--- src/rtl/psimd_add_arbiter_pkg.sv ---
`default_nettype none
// ============================================================================
// Module   : psimd_add_arbiter_pkg
// Brief    : Shared constants and types for the packed saturating add ALU
//            and its two-requester arbiter.
// Revision : 1.0  initial release
// ============================================================================
package psimd_add_arbiter_pkg;

    localparam int          LANE_W  = 8;
    localparam int          LANES   = 2;
    localparam int          WORD_W  = LANE_W * LANES;
    localparam logic [7:0]  SAT_POS = 8'h7F;
    localparam logic [7:0]  SAT_NEG = 8'h80;

    // Result-register occupancy
    typedef enum logic [0:0] {
        ST_EMPTY = 1'b0,
        ST_FULL  = 1'b1
    } res_state_t;

endpackage : psimd_add_arbiter_pkg
`default_nettype wire

--- src/rtl/psimd_add_arbiter_if.sv ---
`default_nettype none
// ============================================================================
// Module   : psimd_add_arbiter_if
// Brief    : Requester/consumer bus of the shared packed-add arbiter.
//            master = requesters + result consumer, slave = arbiter.
// Revision : 1.0  initial release
// ============================================================================
interface psimd_add_arbiter_if;
    import psimd_add_arbiter_pkg::*;

    logic              req0_valid;
    logic              req1_valid;
    logic [WORD_W-1:0] req0_a;
    logic [WORD_W-1:0] req0_b;
    logic [WORD_W-1:0] req1_a;
    logic [WORD_W-1:0] req1_b;
    logic              req0_ready;
    logic              req1_ready;
    logic              res_valid;
    logic [WORD_W-1:0] res_sum;
    logic              res_id;
    logic [LANES-1:0]  res_sat;
    logic              res_ready;

    modport master (
        output req0_valid, req1_valid, req0_a, req0_b, req1_a, req1_b, res_ready,
        input  req0_ready, req1_ready, res_valid, res_sum, res_id, res_sat
    );

    modport slave (
        input  req0_valid, req1_valid, req0_a, req0_b, req1_a, req1_b, res_ready,
        output req0_ready, req1_ready, res_valid, res_sum, res_id, res_sat
    );

endinterface : psimd_add_arbiter_if
`default_nettype wire

--- src/rtl/psimd_add_arbiter_paddsb.sv ---
`default_nettype none
// ============================================================================
// Module   : paddsb
// Brief    : Packed signed-byte saturating adder, two 8-bit lanes.
//            Positive overflow clamps to 0x7F, negative to 0x80.
// Revision : 1.0  initial release
// ============================================================================
module paddsb
    import psimd_add_arbiter_pkg::*;
(
    input  wire logic [WORD_W-1:0] i_a,
    input  wire logic [WORD_W-1:0] i_b,
    output logic      [WORD_W-1:0] o_sum,
    output logic      [LANES-1:0]  o_sat
);

    for (genvar i = 0; i < LANES; i++) begin : g_lane
        logic [LANE_W-1:0] w_a;
        logic [LANE_W-1:0] w_b;
        logic [LANE_W-1:0] w_wrap;
        logic              w_ovf;

        assign w_a    = i_a[i*LANE_W +: LANE_W];
        assign w_b    = i_b[i*LANE_W +: LANE_W];
        assign w_wrap = w_a + w_b;
        // Overflow only when both operands share a sign the wrap sum lost
        assign w_ovf  = (w_a[LANE_W-1] == w_b[LANE_W-1]) &&
                        (w_wrap[LANE_W-1] != w_a[LANE_W-1]);

        assign o_sum[i*LANE_W +: LANE_W] = w_ovf ? (w_a[LANE_W-1] ? SAT_NEG : SAT_POS)
                                                 : w_wrap;
        assign o_sat[i] = w_ovf;
    end

endmodule : paddsb
`default_nettype wire

--- src/rtl/psimd_add_arbiter.sv ---
`default_nettype none
// ============================================================================
// Module   : psimd_add_arbiter
// Brief    : Round-robin arbiter sharing one packed saturating adder between
//            two requesters, with a one-entry result register and
//            per-requester saturation-event counters.
// Revision : 1.0  initial release
// ============================================================================
module psimd_add_arbiter
    import psimd_add_arbiter_pkg::*;
#(
    parameter int CNT_W = 8
) (
    input  wire logic             clk,
    input  wire logic             rst,
    psimd_add_arbiter_if.slave    bus,
    input  wire logic             clr_cnt,
    output logic      [CNT_W-1:0] sat_cnt0,
    output logic      [CNT_W-1:0] sat_cnt1
);

    localparam logic [CNT_W-1:0] c_CNT_MAX = {CNT_W{1'b1}};

    res_state_t        r_state;
    logic              r_ptr;      // requester favoured when both are valid
    logic [WORD_W-1:0] r_sum;
    logic              r_id;
    logic [LANES-1:0]  r_sat;
    logic [CNT_W-1:0]  r_cnt0;
    logic [CNT_W-1:0]  r_cnt1;

    logic              w_slot_free;
    logic              w_grant0;
    logic              w_grant1;
    logic              w_grant;
    logic [WORD_W-1:0] w_op_a;
    logic [WORD_W-1:0] w_op_b;
    logic [WORD_W-1:0] w_sum;
    logic [LANES-1:0]  w_sat;
    logic              w_any_sat;

    // Grant: slot must be free (empty, or draining this cycle); never in reset
    assign w_slot_free = (r_state == ST_EMPTY) || bus.res_ready;
    assign w_grant0    = !rst && w_slot_free && bus.req0_valid &&
                         (!bus.req1_valid || (r_ptr == 1'b0));
    assign w_grant1    = !rst && w_slot_free && bus.req1_valid &&
                         (!bus.req0_valid || (r_ptr == 1'b1));
    assign w_grant     = w_grant0 || w_grant1;

    // Operand mux steered by the grant; non-granted operands never reach the adder
    assign w_op_a = w_grant1 ? bus.req1_a : bus.req0_a;
    assign w_op_b = w_grant1 ? bus.req1_b : bus.req0_b;

    paddsb u_paddsb (
        .i_a   (w_op_a),
        .i_b   (w_op_b),
        .o_sum (w_sum),
        .o_sat (w_sat)
    );

    assign w_any_sat = |w_sat;

    // Result-register FSM and round-robin pointer
    always_ff @(posedge clk) begin
        if (rst) begin
            r_state <= ST_EMPTY;
            r_ptr   <= 1'b0;
            r_sum   <= '0;
            r_id    <= 1'b0;
            r_sat   <= '0;
        end else begin
            case (r_state)
                ST_EMPTY: begin
                    if (w_grant) r_state <= ST_FULL;
                end
                ST_FULL: begin
                    if (bus.res_ready && !w_grant) r_state <= ST_EMPTY;
                end
                default: r_state <= ST_EMPTY;
            endcase
            if (w_grant) begin
                r_sum <= w_sum;
                r_id  <= w_grant1;
                r_sat <= w_sat;
                r_ptr <= ~w_grant1;   // hand priority to the loser
            end
        end
    end

    // Saturation-event counters; clear wins over increment, no wrap at max
    always_ff @(posedge clk) begin
        if (rst || clr_cnt) begin
            r_cnt0 <= '0;
            r_cnt1 <= '0;
        end else begin
            if (w_grant0 && w_any_sat && (r_cnt0 != c_CNT_MAX))
                r_cnt0 <= r_cnt0 + CNT_W'(1);
            if (w_grant1 && w_any_sat && (r_cnt1 != c_CNT_MAX))
                r_cnt1 <= r_cnt1 + CNT_W'(1);
        end
    end

    assign bus.req0_ready = w_grant0;
    assign bus.req1_ready = w_grant1;
    assign bus.res_valid  = (r_state == ST_FULL);
    assign bus.res_sum    = r_sum;
    assign bus.res_id     = r_id;
    assign bus.res_sat    = r_sat;
    assign sat_cnt0       = r_cnt0;
    assign sat_cnt1       = r_cnt1;

endmodule : psimd_add_arbiter
`default_nettype wire

--- src/flat_wrapper.sv ---
// flat-port wrapper written by rule: the top's interface ports become plain ports
module psimd_add_arbiter_flat import psimd_add_arbiter_pkg::*;
#(
    parameter int CNT_W = 8
)
  (clk, rst, clr_cnt, sat_cnt0, sat_cnt1, bus_req0_valid, bus_req1_valid, bus_req0_a, bus_req0_b, bus_req1_a, bus_req1_b, bus_res_ready, bus_req0_ready, bus_req1_ready, bus_res_valid, bus_res_sum, bus_res_id, bus_res_sat);
  psimd_add_arbiter_if bus_i ();
  input  wire logic clk;
  input  wire logic rst;
  input  wire logic clr_cnt;
  output logic      [CNT_W-1:0] sat_cnt0;
  output logic      [CNT_W-1:0] sat_cnt1;
  input wire logic [$bits(bus_i.req0_valid)-1:0] bus_req0_valid;
  input wire logic [$bits(bus_i.req1_valid)-1:0] bus_req1_valid;
  input wire logic [$bits(bus_i.req0_a)-1:0] bus_req0_a;
  input wire logic [$bits(bus_i.req0_b)-1:0] bus_req0_b;
  input wire logic [$bits(bus_i.req1_a)-1:0] bus_req1_a;
  input wire logic [$bits(bus_i.req1_b)-1:0] bus_req1_b;
  input wire logic [$bits(bus_i.res_ready)-1:0] bus_res_ready;
  output wire logic [$bits(bus_i.req0_ready)-1:0] bus_req0_ready;
  output wire logic [$bits(bus_i.req1_ready)-1:0] bus_req1_ready;
  output wire logic [$bits(bus_i.res_valid)-1:0] bus_res_valid;
  output wire logic [$bits(bus_i.res_sum)-1:0] bus_res_sum;
  output wire logic [$bits(bus_i.res_id)-1:0] bus_res_id;
  output wire logic [$bits(bus_i.res_sat)-1:0] bus_res_sat;
  assign bus_i.req0_valid = bus_req0_valid;
  assign bus_i.req1_valid = bus_req1_valid;
  assign bus_i.req0_a = bus_req0_a;
  assign bus_i.req0_b = bus_req0_b;
  assign bus_i.req1_a = bus_req1_a;
  assign bus_i.req1_b = bus_req1_b;
  assign bus_i.res_ready = bus_res_ready;
  assign bus_req0_ready = bus_i.req0_ready;
  assign bus_req1_ready = bus_i.req1_ready;
  assign bus_res_valid = bus_i.res_valid;
  assign bus_res_sum = bus_i.res_sum;
  assign bus_res_id = bus_i.res_id;
  assign bus_res_sat = bus_i.res_sat;
  psimd_add_arbiter #(.CNT_W(CNT_W)) u_core (.clk(clk), .rst(rst), .bus(bus_i), .clr_cnt(clr_cnt), .sat_cnt0(sat_cnt0), .sat_cnt1(sat_cnt1));
endmodule
--- config.mk ---
export PLATFORM = sky130hd
export DESIGN_NAME = psimd_add_arbiter_flat
export DESIGN_NICKNAME = d
export VERILOG_FILES = /design/src/rtl/psimd_add_arbiter_pkg.sv /design/src/rtl/psimd_add_arbiter_if.sv /design/src/rtl/psimd_add_arbiter_paddsb.sv /design/src/rtl/psimd_add_arbiter.sv /design/src/flat_wrapper.sv
export SDC_FILE = /design/constraint.sdc
export NUM_CORES = 1
export LEC_CHECK = 0
export ABC_AREA = 1
export CAP_MARGIN = 20
export CORE_MARGIN = 3
export CORE_UTILIZATION = 48
export DETAILED_ROUTE_END_ITERATION = 16
export HOLD_SLACK_MARGIN = 0.12
export PLACE_DENSITY = 0.91
export SLEW_MARGIN = 15
export SYNTH_ARGS = -nofsm -noshare
export SYNTH_HDL_FRONTEND = slang
export SYNTH_SLANG_ARGS = --single-unit
--- constraint.sdc ---
create_clock -name clk -period 6.5 [get_ports clk]
set_input_delay 0.65 -clock clk [delete_from_list [all_inputs] [get_ports clk]]
set_output_delay 0.65 -clock clk [all_outputs]
set_load 0.03 [all_outputs]
## After elaboration in Yosys (flattened, before gate mapping)

Index checks and enable logic that the tools add are counted.

- Register bits after elaboration: 37
- Input bits: 70
- Output and inout bits: 38
- Logic and storage cells: 51

- Add/subtract/negate cells: 4
- Equality and inequality tests: 6
- Muxes and demuxes: 9
- Bitwise operators: 3
- Reduce and logical (&&, ||, !) cells: 22

Operators by type and width:

| operator | number |
|---|---|
| 16-bit two-way mux | 2 |
| 8-bit two-way mux | 4 |
| 8-bit by 1-bit adder with 8-bit output (second input constant) | 2 |
| 8-bit adder | 2 |
| 8-bit != test (second input constant) | 2 |
| 1-bit logical AND | 12 |
| 1-bit logical OR | 5 |
| 1-bit logical NOT | 4 |
| 1-bit NOT | 3 |
| 1-bit == test | 2 |
| 1-bit two-way mux | 2 |
| 1-bit != test | 2 |
| 1-bit case mux with 2 select lines | 1 |
| 2-bit OR reduction | 1 |

## Longest topological paths before layout

Gate-level depths: netlist (run 1).

- Depth in word-level cells: 12
- Gate-level depth with buffers: 20

## Modules after synthesis

Synthesis (run 1) repeated with hierarchy kept, for this count alone.

- Cells, all modules: 495
- Area, all modules: 2990.4 µm²

By module, submodules not included:

| module | times used | cells an instance | area each (µm²) | seq. area each (µm²) |
|---|---|---|---|---|
| psimd_add_arbiter | 1 | 346 | 2143.3 | 740.7 |
| paddsb | 1 | 149 | 847.1 | 0.0 |

## Worst setup path before layout (run 1)

No wires, ideal clock.

- Path type: input to register
- Start: in bus_res_ready
- End: reg u_core.r_cnt1[0], in the netlist u_core.sat_cnt1[0]
- Library setup time: 0.132 ns
- Data arrival time: 3.064 ns
- Required time: 6.368 ns
- Slack: 3.304 ns
- Stages: 20
- Buffers on the path: 3
- Cells stage by stage: inv_1 > a21oi_4 > nand2_2 > buf_6 > inv_2 > clkbuf_1 > nand2_1 > nand2_1 > ha_1 > nand2_1 > nand2_1 > nand3_1 > nand3_1 > inv_1 > nand2_2 > nand2_4 > nand2_4 > buf_6 > nand3_1 > a21oi_1

- Cells in the longest elaborated chain, start to end: 11
- Elaborated cells between the ends (all ways): 17
- Classes of those cells: add/sub: 2; eq/ne: 4; mux: 2; reduce/logical: 9

RTL lines:

| element | RTL line | source |
|---|---|---|
| start, declared | flat_wrapper.sv:19 | `input wire logic [$bits(bus_i.res_ready)-1:0] bus_res_ready;` |
| 1-bit logical OR * | psimd_add_arbiter.sv:43 | `assign w_slot_free = (r_state == ST_EMPTY) \|\| bus.res_ready;` |
| 1-bit logical AND * (3 in series) | psimd_add_arbiter.sv:46 | `assign w_grant1 = !rst && w_slot_free && bus.req1_valid &&` |
| named net bus_req1_ready | flat_wrapper.sv:21 | `output wire logic [$bits(bus_i.req1_ready)-1:0] bus_req1_ready;` |
| 16-bit two-way mux, on equally long branches | psimd_add_arbiter.sv:51, psimd_add_arbiter.sv:52 |  |
| 8-bit adder | psimd_add_arbiter_paddsb.sv:25 | `assign w_wrap = w_a + w_b;` |
| 1-bit != test | psimd_add_arbiter_paddsb.sv:28 | `(w_wrap[LANE_W-1] != w_a[LANE_W-1]);` |
| 1-bit logical AND | psimd_add_arbiter_paddsb.sv:27 | `assign w_ovf = (w_a[LANE_W-1] == w_b[LANE_W-1]) &&` |
| 2-bit OR reduction | psimd_add_arbiter.sv:61 | `assign w_any_sat = \|w_sat;` |
| 1-bit logical AND * (2 in series) | psimd_add_arbiter.sv:98 | `if (w_grant1 && w_any_sat && (r_cnt1 != c_CNT_MAX))` |
| end signal, assigned | psimd_add_arbiter.sv:99 | `r_cnt1 <= r_cnt1 + CNT_W'(1);` |
| end, declared | psimd_add_arbiter.sv:30 | `logic [CNT_W-1:0] r_cnt1;` |

Mark *: on every way through the listed nets, which the timed path passes. The rest lies on a longest branch.
A chain may end at the register's enable or synchronous reset.

## Worst setup path after layout (run 1)

- Start: in rst
- End: reg u_core.r_cnt1[1], in the netlist u_core.sat_cnt1[1]

- Cells in the longest elaborated chain, start to end: 11
- Elaborated cells between the ends (all ways): 18
- Classes of those cells: add/sub: 2; eq/ne: 4; mux: 2; reduce/logical: 10

RTL lines:

| element | RTL line | source |
|---|---|---|
| start, declared | flat_wrapper.sv:9 | `input wire logic rst;` |
| 1-bit logical NOT | psimd_add_arbiter.sv:46 |  |
| 1-bit logical AND (3 in series) | psimd_add_arbiter.sv:46 |  |
| 16-bit two-way mux, on equally long branches | psimd_add_arbiter.sv:51, psimd_add_arbiter.sv:52 |  |
| 8-bit adder | psimd_add_arbiter_paddsb.sv:25 |  |
| 1-bit != test | psimd_add_arbiter_paddsb.sv:28 |  |
| 1-bit logical AND | psimd_add_arbiter_paddsb.sv:27 |  |
| 2-bit OR reduction | psimd_add_arbiter.sv:61 |  |
| 1-bit logical AND (2 in series) | psimd_add_arbiter.sv:98 |  |

Parallel ways exist; a longest one is shown, timed or not.

==> metrics.md, run 1 <==
| Metric | Value |
|---|---|
| Result of the run | `finished clean` |
| Post-place instance area | `3830 µm²` |
| Maximum clock rate | `233 MHz` |
| Period utilisation layout | `65.9%` |
| Critical path startpoint category | `input pin` |
| Summed instance area of the synthesized netlist | `2730 µm²` |
| Total of endpoints with negative setup slack in the final report | `0` |
| Largest voltage drop on the vdd net | `0.0869 mV` |
| Crit-path max FO | `39` |
| # resized after CTS | `0` |
| DP Wirelength | `5780 µm` |
| Unique cell type count in the Yosys netlist | `32` |
| Buf/Inv on CP | `3` |
| Static leakage power | `1.79 nW` |
| Effective utilization at floorplan | `51.5%` |
| Final Wtd Congestion | `0.788` |
| Maximum clock path buffer count | `2` |
| Worst hold path endpoint | `u_core.bus.res_id` |
| Antenna violations before repair | `0` |
| Number of hold violations in the final report | `0` |
| Detail Route Antenna Nets | `0` |
| Final #Nets | `611` |
| Yosys reg bits | `37` |
| Startpoint of the worst hold path | `u_core.bus.res_id` |
| TritonCTS sink count | `37` |
| Overall routed net length | `7200 µm` |
| Mean Syn Cell Area | `6.48 µm²` |
| Initial DRC count | `163` |
| Die outline area | `6630 µm²` |
| Die extent in x | `81.4 µm` |
| Remaining global-route overflow | `0` |
| Relative area change from synthesis to final layout | `43.1%` |
| Maximum number of pins on one net before global-route repair | `40` |
| Num CTS Buffers | `5` |
| Leading cell type in the layout, fill and taps excluded | `sky130_fd_sc_hd__nand2_1` |
| DP Cell Count | `586` |
| Insertion delay to the later sink of the worst-skew pair | `0.29 ns` |
| CP max stage delay | `0.65 ns` |
| Synth warnings | `0` |
| Number of antenna diodes | `0` |
| Non-filler cells, final | `594` |
| Max-cap violations | `0` |
| Die Span Y | `81.4 µm` |
| Portion of the post-synthesis area used by sequential elements | `27.1%` |
| DRC violations left | `0` |
| Cell depth of the worst hold path | `2` |
| Final core utilization | `73.7%` |
| Startpoint of the lowest-slack register-to-register path | `u_core.bus.res_valid` |
| Class of the worst hold path | `flip-flop to flip-flop` |
| Most frequent cells in the layout | `sky130_fd_sc_hd__nand2_1 (164), sky130_fd_sc_hd__clkdlybuf4s50_1 (107), sky130_fd_sc_hd__a21oi_1 (44)` |
| Minimum clock period after layout | `4.28 ns` |
| Count of buffers added by post-CTS timing repair for setup | `0` |
| Cts hold-fix bufs | `0` |
| Critical Path End Type | `flip-flop` |
| Number of standard cells after synthesis | `421` |
| Clock tree from TritonCTS | `built` |
| Number of top-level pins | `108` |
| Critical path, cell by cell | `clkdlybuf4s50_1 > a21oi_4 > nand2_2 > inv_2 > nand2_1 > nand2_1 > ha_1 > a21oi_1 > nand2_1 > nand2_1 > nand3_1 > inv_1 > nand2_1 > nand2_2 > nand2_4 > nand2_4 > nand2_1 > a21oi_1` |
| PD cells | `182 nW/µm²` |
| Number of port buffers | `107` |
| First-pass GRT wire length | `11800 µm` |
| Fraction of final layout cells with drive strength greater than 1 | `5.34%` |
| CP most frequent cell | `sky130_fd_sc_hd__nand2_1` |
| Slew Viols, Final | `0` |
| Core region area | `5300 µm²` |
| Via count of the first global-routing pass | `2795` |
| Reg-to-reg setup timing slack | `2.96 ns` |
| Length of the first detailed-routing pass in iterations | `4` |
| Reg-to-Reg End | `u_core.sat_cnt1[1]` |
| Proportion of netlist area held by the largest area contributor | `27.1%` |
| Start-to-end type of the worst setup path | `input pin to flip-flop` |
| Worst Path Required | `6.71 ns` |
| Clock root buffer | `sky130_fd_sc_hd__clkbuf_8` |
| Max-Slew Margin vs Limit | `53.4%` |
| Setup TNS after final layout | `0 ns` |
| Critical-path top delay cell | `sky130_fd_sc_hd__clkdlybuf4s50_1` |
| Detailed-route vias per instance | `5.13` |
| Mean routed wirelength per cell | `12.1 µm` |
| Top area cells in the synthesized netlist | `sky130_fd_sc_hd__dfxtp_1 (27%), sky130_fd_sc_hd__nand2_1 (23%), sky130_fd_sc_hd__a21oi_1 (8.1%)` |
| Number of vias in the routed layout | `3050` |
| Largest area contributor in the netlist | `sky130_fd_sc_hd__dfxtp_1` |
| Number of rows in the core area | `26` |
| Crit path max-delay family | `simple AND/OR/NAND/NOR gates` |
| Clock edge transition at the registers on the reported setup and hold paths | `0.07 ns` |
| Data arrival time at the worst-slack endpoint | `4.50 ns` |
| Mapped Nets | `509` |
| Worst setup skew after layout | `0.00321 ns` |
| H-tree lvl count | `2` |
| Total power of the final layout | `0.000711 W` |
| Cell area after layout | `3910 µm²` |
| Total routing usage reported by global routing | `22.1%` |
| Actual slew at the worst max-slew pin | `0.696 ns` |
| FF-to-FF path depth | `17` |
| Unrepaired setup endpoints after global routing | `no` |
## worst max-delay path by stage
stage                  start                 end  slack (ns)  cells past startpoint
6_report                 rst  u_core.sat_cnt1[1]        2.22                     18
5_1_grt                  rst  u_core.sat_cnt0[2]        1.80                     18
4_1_cts                  rst  u_core.sat_cnt1[1]        2.20                     18
3_5_place_dp             rst  u_core.sat_cnt1[1]        1.92                     18
3_3_place_gp             rst  u_core.sat_cnt0[2]        2.12                     18
2_1_floorplan  bus_res_ready  u_core.sat_cnt1[0]        3.30                     20
## sequential cells by signal, indices dropped and copies added, names as in the netlist
| register | count |
|---|---|
| u_core.bus.res_sum | 16 |
| u_core.r_ptr | 1 |
| u_core.sat_cnt1 | 8 |
| u_core.sat_cnt0 | 8 |
| u_core.bus.res_valid | 1 |
| u_core.bus.res_sat | 2 |
| u_core.bus.res_id | 1 |
## metal layers
| layer | wire, µm | vias up | part of all wire, % | GRT usage (%) |
|---|---|---|---|---|
| met4 | 133 | 0 | 1.8 | 5.91 |
| met1 | 2910 | 1369 | 40 | 25.0 |
| met3 | 526 | 14 | 7.3 | 5.10 |
| met2 | 3630 | 99 | 50 | 41.2 |
| li1 | - | 1568 | - | - |
| met5 | 0 | - | 0 | 0 |
## through the flow
step	hold WS (ns)	worst slack, ns
after floorplan	0.484	3.30
after global placement	0.481	2.12
after detailed placement	0.488	1.92
after CTS	0.494	2.20
after global routing	0.513	1.80
final	0.497	2.22
## tightest hold or removal path, cell delays in order, from the launching register on
cell and delay [ns]:
sky130_fd_sc_hd__dfxtp_1 0.33, sky130_fd_sc_hd__nand3_1 0.08, sky130_fd_sc_hd__nand2_1 0.04
## final cells by class
cell class,instances,area (µm²)
clock buffers,8,80.1
repair buffers,107,1070
well taps,70,87.6
inverters,34,128
multi-input cells,338,1800
flip-flops and latches,37,741
fillers,418,1400
## where the power goes
part / switching (W) / leakage (nW) / internal, W
combinational: 0.000174 / 1.45 / 0.000130
clock: 0.0000771 / 0.0395 / 0.0000762
sequential: 0.0000106 / 0.302 / 0.000243
total: 0.000262 / 1.79 / 0.000449
## cell families (layout without fill, tap and decap cells)
logic type | after synthesis | in the layout | synth area share (%)
simple gates | 236 | 236 | 37.7
fa+ha+maj | 18 | 18 | 8.80
buf+inv | 46 | 149 | 6.92
xor+xnor | 18 | 18 | 5.78
compound gates | 66 | 66 | 13.7
flops | 37 | 37 | 27.1
## synth_stat cells (all sizes together)
cell type    n
a21oi       46
a31oi        5
buf          4
clkbuf       8
clkinv       1
dfxtp       37
fa           2
ha          16
inv         33
nand2      176
nand3       38
nand3b       3
nand4        1
nor2        12
nor3         3
nor3b        1
o211ai       2
o21ai       12
o31ai        1
or2          2
xnor2        3
xor2        15
(Power assumes the default switching activity.)
==> inputs of run 2 (changes only) <==
- CORE_UTILIZATION: 48 -> 44
- PLACE_DENSITY: 0.91 -> 0.85
- clock period: 6.5 -> 3.99 ns (I/O delays scaled with it)
==> run 2 against run 1 <==
Net effect: setup slack got worse by 1.6 ns; flip-flop and latch count unchanged; register-to-register slack got worse by 2.1 ns; via count decreased by 1.3%; non-clock buffer count increased by 2; clock-buffer cell count decreased by 1; sequential power increased by 63%; wire length increased by 2.0%; critical endpoint is now u_core.sat_cnt1[2]; largest power group unchanged; highest routed layer unchanged.
==> metrics.md, run 2 (synthesis results as in run 1) <==
| Metric | Value |
|---|---|
| Result of the run | `finished clean` |
| Critical path startpoint category | `input pin` |
| Die Span Y | `84.8 µm (+4.1%)` |
| DRC violations left | `0 (unchanged)` |
| Multi-input combinational cell area | `1800 µm² (unchanged)` |
| Grt met3 use | `5.00% (-0.095 points)` |
| # resized after CTS | `0 (unchanged)` |
| Worst hold path endpoint | `u_core.bus.res_id` |
| DP Wirelength | `5860 µm (+1.5%)` |
| First-pass GRT wire length | `12500 µm (+6.2%)` |
| Clock tree from TritonCTS | `built` |
| Met1 routing resource usage after global routing | `25.2% (+0.16 points)` |
| Reg-to-reg setup timing slack | `0.86 ns (-2.10 ns)` |
| Number of vias in the routed layout | `3010 (-1.3%)` |
| Effective utilization at floorplan | `45.8% (-5.6 points)` |
| Initial DRC count | `134 (-18%)` |
| Final Worst Setup Slack | `0.604 ns (-1.61 ns)` |
| Die outline area | `7180 µm² (+8.4%)` |
| Critical Path End Type | `flip-flop` |
| Unrepaired setup endpoints after global routing | `no` |
| Maximum number of pins on one net before global-route repair | `32 (-20%)` |
| Static leakage power | `1.82 nW (+1.6%)` |
| Core region area | `5960 µm² (+12%)` |
| Max-Slew Margin vs Limit | `63.5% (+10 points)` |
| Actual slew at the worst max-slew pin | `0.547 ns (-0.149 ns)` |
| Die extent in x | `84.8 µm (+4.1%)` |
| Footprint of the flip-flops and latches | `741 µm² (unchanged)` |
| FF-to-FF path depth | `18 (+1)` |
| Max-cap violations | `0 (unchanged)` |
| Via count of the first global-routing pass | `2885 (+3.2%)` |
| Detail Route Antenna Nets | `0 (unchanged)` |
| Num CTS Buffers | `5 (unchanged)` |
| Largest voltage drop on the vdd net | `0.224 mV (+160%)` |
| Number of top-level pins | `108 (unchanged)` |
| Minimum clock period after layout | `3.39 ns` |
| Data arrival time at the worst-slack endpoint | `3.60 ns (-0.90 ns)` |
| Reg-to-Reg End | `u_core.sat_cnt1[2]` |
| Worst Path Required | `4.20 ns (-2.51 ns)` |
| Slew Viols, Final | `0 (unchanged)` |
| Most frequent cells in the layout | `sky130_fd_sc_hd__nand2_1 (164), sky130_fd_sc_hd__clkdlybuf4s50_1 (107), sky130_fd_sc_hd__a21oi_1 (44)` |
| H-tree lvl count | `2 (unchanged)` |
| Overall routed net length | `7350 µm (+2.0%)` |
| Max reg flops | `16 (unchanged)` |
| Number of port buffers | `107 (unchanged)` |
| Final #Nets | `613 (+0.33%)` |
| Start-to-end type of the worst setup path | `input pin to flip-flop` |
| Detailed-route vias per instance | `5.01 (-2.5%)` |
| Total routing usage reported by global routing | `21.0% (-1.2 points)` |
| Worst Setup Slack post-DPL | `0.325 ns (-1.60 ns)` |
| Number of rows in the core area | `28 (+7.7%)` |
| Fraction of final layout cells with drive strength greater than 1 | `6.08% (+0.74 points)` |
| Cell depth of the worst hold path | `2 (unchanged)` |
| Clock root buffer | `sky130_fd_sc_hd__clkbuf_8` |
| Class of the worst hold path | `flip-flop to flip-flop` |
| Leading cell type in the layout, fill and taps excluded | `sky130_fd_sc_hd__nand2_1` |
| Number of hold violations in the final report | `0 (unchanged)` |
| Total of endpoints with negative setup slack in the final report | `0 (unchanged)` |
| Met2 capacity usage during global routing | `37.2% (-4.0 points)` |
| Number of antenna diodes | `0 (unchanged)` |
| Length of the first detailed-routing pass in iterations | `4 (unchanged)` |
| Startpoint of the worst hold path | `u_core.bus.res_id` |
| Startpoint of the lowest-slack register-to-register path | `u_core.r_ptr` |
| Count of filler cells inserted in the layout | `535 (+28%)` |
| Clock edge transition at the registers on the reported setup and hold paths | `0.07 ns (about the same)` |
| GR peak layer | `met2` |
| Maximum clock rate | `295 MHz` |
| Final Wtd Congestion | `0.795 (+0.80%)` |
| TritonCTS sink count | `37 (unchanged)` |
| Antenna violations before repair | `0 (unchanged)` |
| Setup TNS after final layout | `0 ns (unchanged)` |
| Insertion delay to the later sink of the worst-skew pair | `0.29 ns (about the same)` |
| Period utilisation layout | `84.9%` |
| Relative area change from synthesis to final layout | `45.3%` |
| Crit-path max FO | `31 (-21%)` |
| Remaining global-route overflow | `0 (unchanged)` |
| Cts hold-fix bufs | `0 (unchanged)` |
| Mean routed wirelength per cell | `12.2 µm (+0.80%)` |
| Maximum clock path buffer count | `2 (unchanged)` |
| PD cells | `314 nW/µm² (+72%)` |
| Worst setup skew after layout | `0.00477 ns (+0.00156 ns)` |
| Count of buffers added by post-CTS timing repair for setup | `0 (unchanged)` |
==> run 2: cell types whose count changed in the layout (fill, tap and decap cells not counted) <==
cell                        change
sky130_fd_sc_hd__bufinv_16      +1
sky130_fd_sc_hd__buf_4          +2
sky130_fd_sc_hd__clkbuf_1       -2
sky130_fd_sc_hd__clkbuf_8       +1
==> run 2: worst max path at each step <==
stage / slack [ns] / to / startpoint / cells after the start
2_1_floorplan: 0.98 / u_core.sat_cnt1[0] / u_core.bus.res_valid / 19
3_3_place_gp: 0.45 / u_core.sat_cnt0[5] / bus_res_ready / 19
3_5_place_dp: 0.33 / u_core.sat_cnt0[1] / bus_req1_valid / 19
4_1_cts: 0.61 / u_core.sat_cnt1[2] / bus_req1_valid / 19
5_1_grt: 0.22 / u_core.sat_cnt1[3] / bus_res_ready / 19
6_report: 0.60 / u_core.sat_cnt1[2] / bus_req1_valid / 19
==> run 2: per-layer routing <==
| metal | up-vias | routed length, µm |
|---|---|---|
| met3 | 8 | 517 |
| met2 | 98 | 3590 |
| met5 | - | 0 |
| met4 | 0 | 123 |
| met1 | 1334 | 3110 |
| li1 | 1570 | - |
==> run 2: cell type report <==
class	instances	share of cell area (%)
Clock buffer	7	2.18
Inverter	34	3.22
Clock inverter	1	0.758
Multi-Input combinational cell	338	45.4
Sequential cell	37	18.7
Timing Repair Buffer	109	27.4
Tap cell	75	2.37
==> run 2: power breakdown <==
group	internal, W	leakage, nW	switching (W)
clock network	0.000204	0.0585	0.000131
registers	0.000397	0.302	0.0000185
logic	0.000211	1.45	0.000284
==> run 2: stage by stage <==
stage          hold WS (ns)  utilization, %  instance area, µm²  cells  power, W
6_report              0.479            66.6                3960    601   0.00124
5_1_grt               0.521            66.6                3960    601   0.00132
4_1_cts               0.477            66.6                3960    601   0.00125
3_5_place_dp          0.466            64.6                3850    593  0.000918
3_3_place_gp          0.455            64.6                3850    593  0.000904
2_1_floorplan         0.484               -                2730    421  0.000743
==> run 2: critical path, stage by stage <==
cell	delay, ns
sky130_fd_sc_hd__clkdlybuf4s50_1	0.48
sky130_fd_sc_hd__inv_1	0.07
sky130_fd_sc_hd__a21oi_4	0.23
sky130_fd_sc_hd__nand2_2	0.20
sky130_fd_sc_hd__inv_2	0.46
sky130_fd_sc_hd__nand2_1	0.10
sky130_fd_sc_hd__nand2_1	0.09
sky130_fd_sc_hd__ha_1	0.27
sky130_fd_sc_hd__a21oi_1	0.15
sky130_fd_sc_hd__nand2_1	0.10
sky130_fd_sc_hd__nand2_1	0.07
sky130_fd_sc_hd__nand3_1	0.11
sky130_fd_sc_hd__inv_1	0.13
sky130_fd_sc_hd__nand2_2	0.08
sky130_fd_sc_hd__nand2_4	0.12
sky130_fd_sc_hd__nand2_4	0.17
sky130_fd_sc_hd__nand2_4	0.15
sky130_fd_sc_hd__nand2_1	0.06
sky130_fd_sc_hd__a21oi_1	0.13
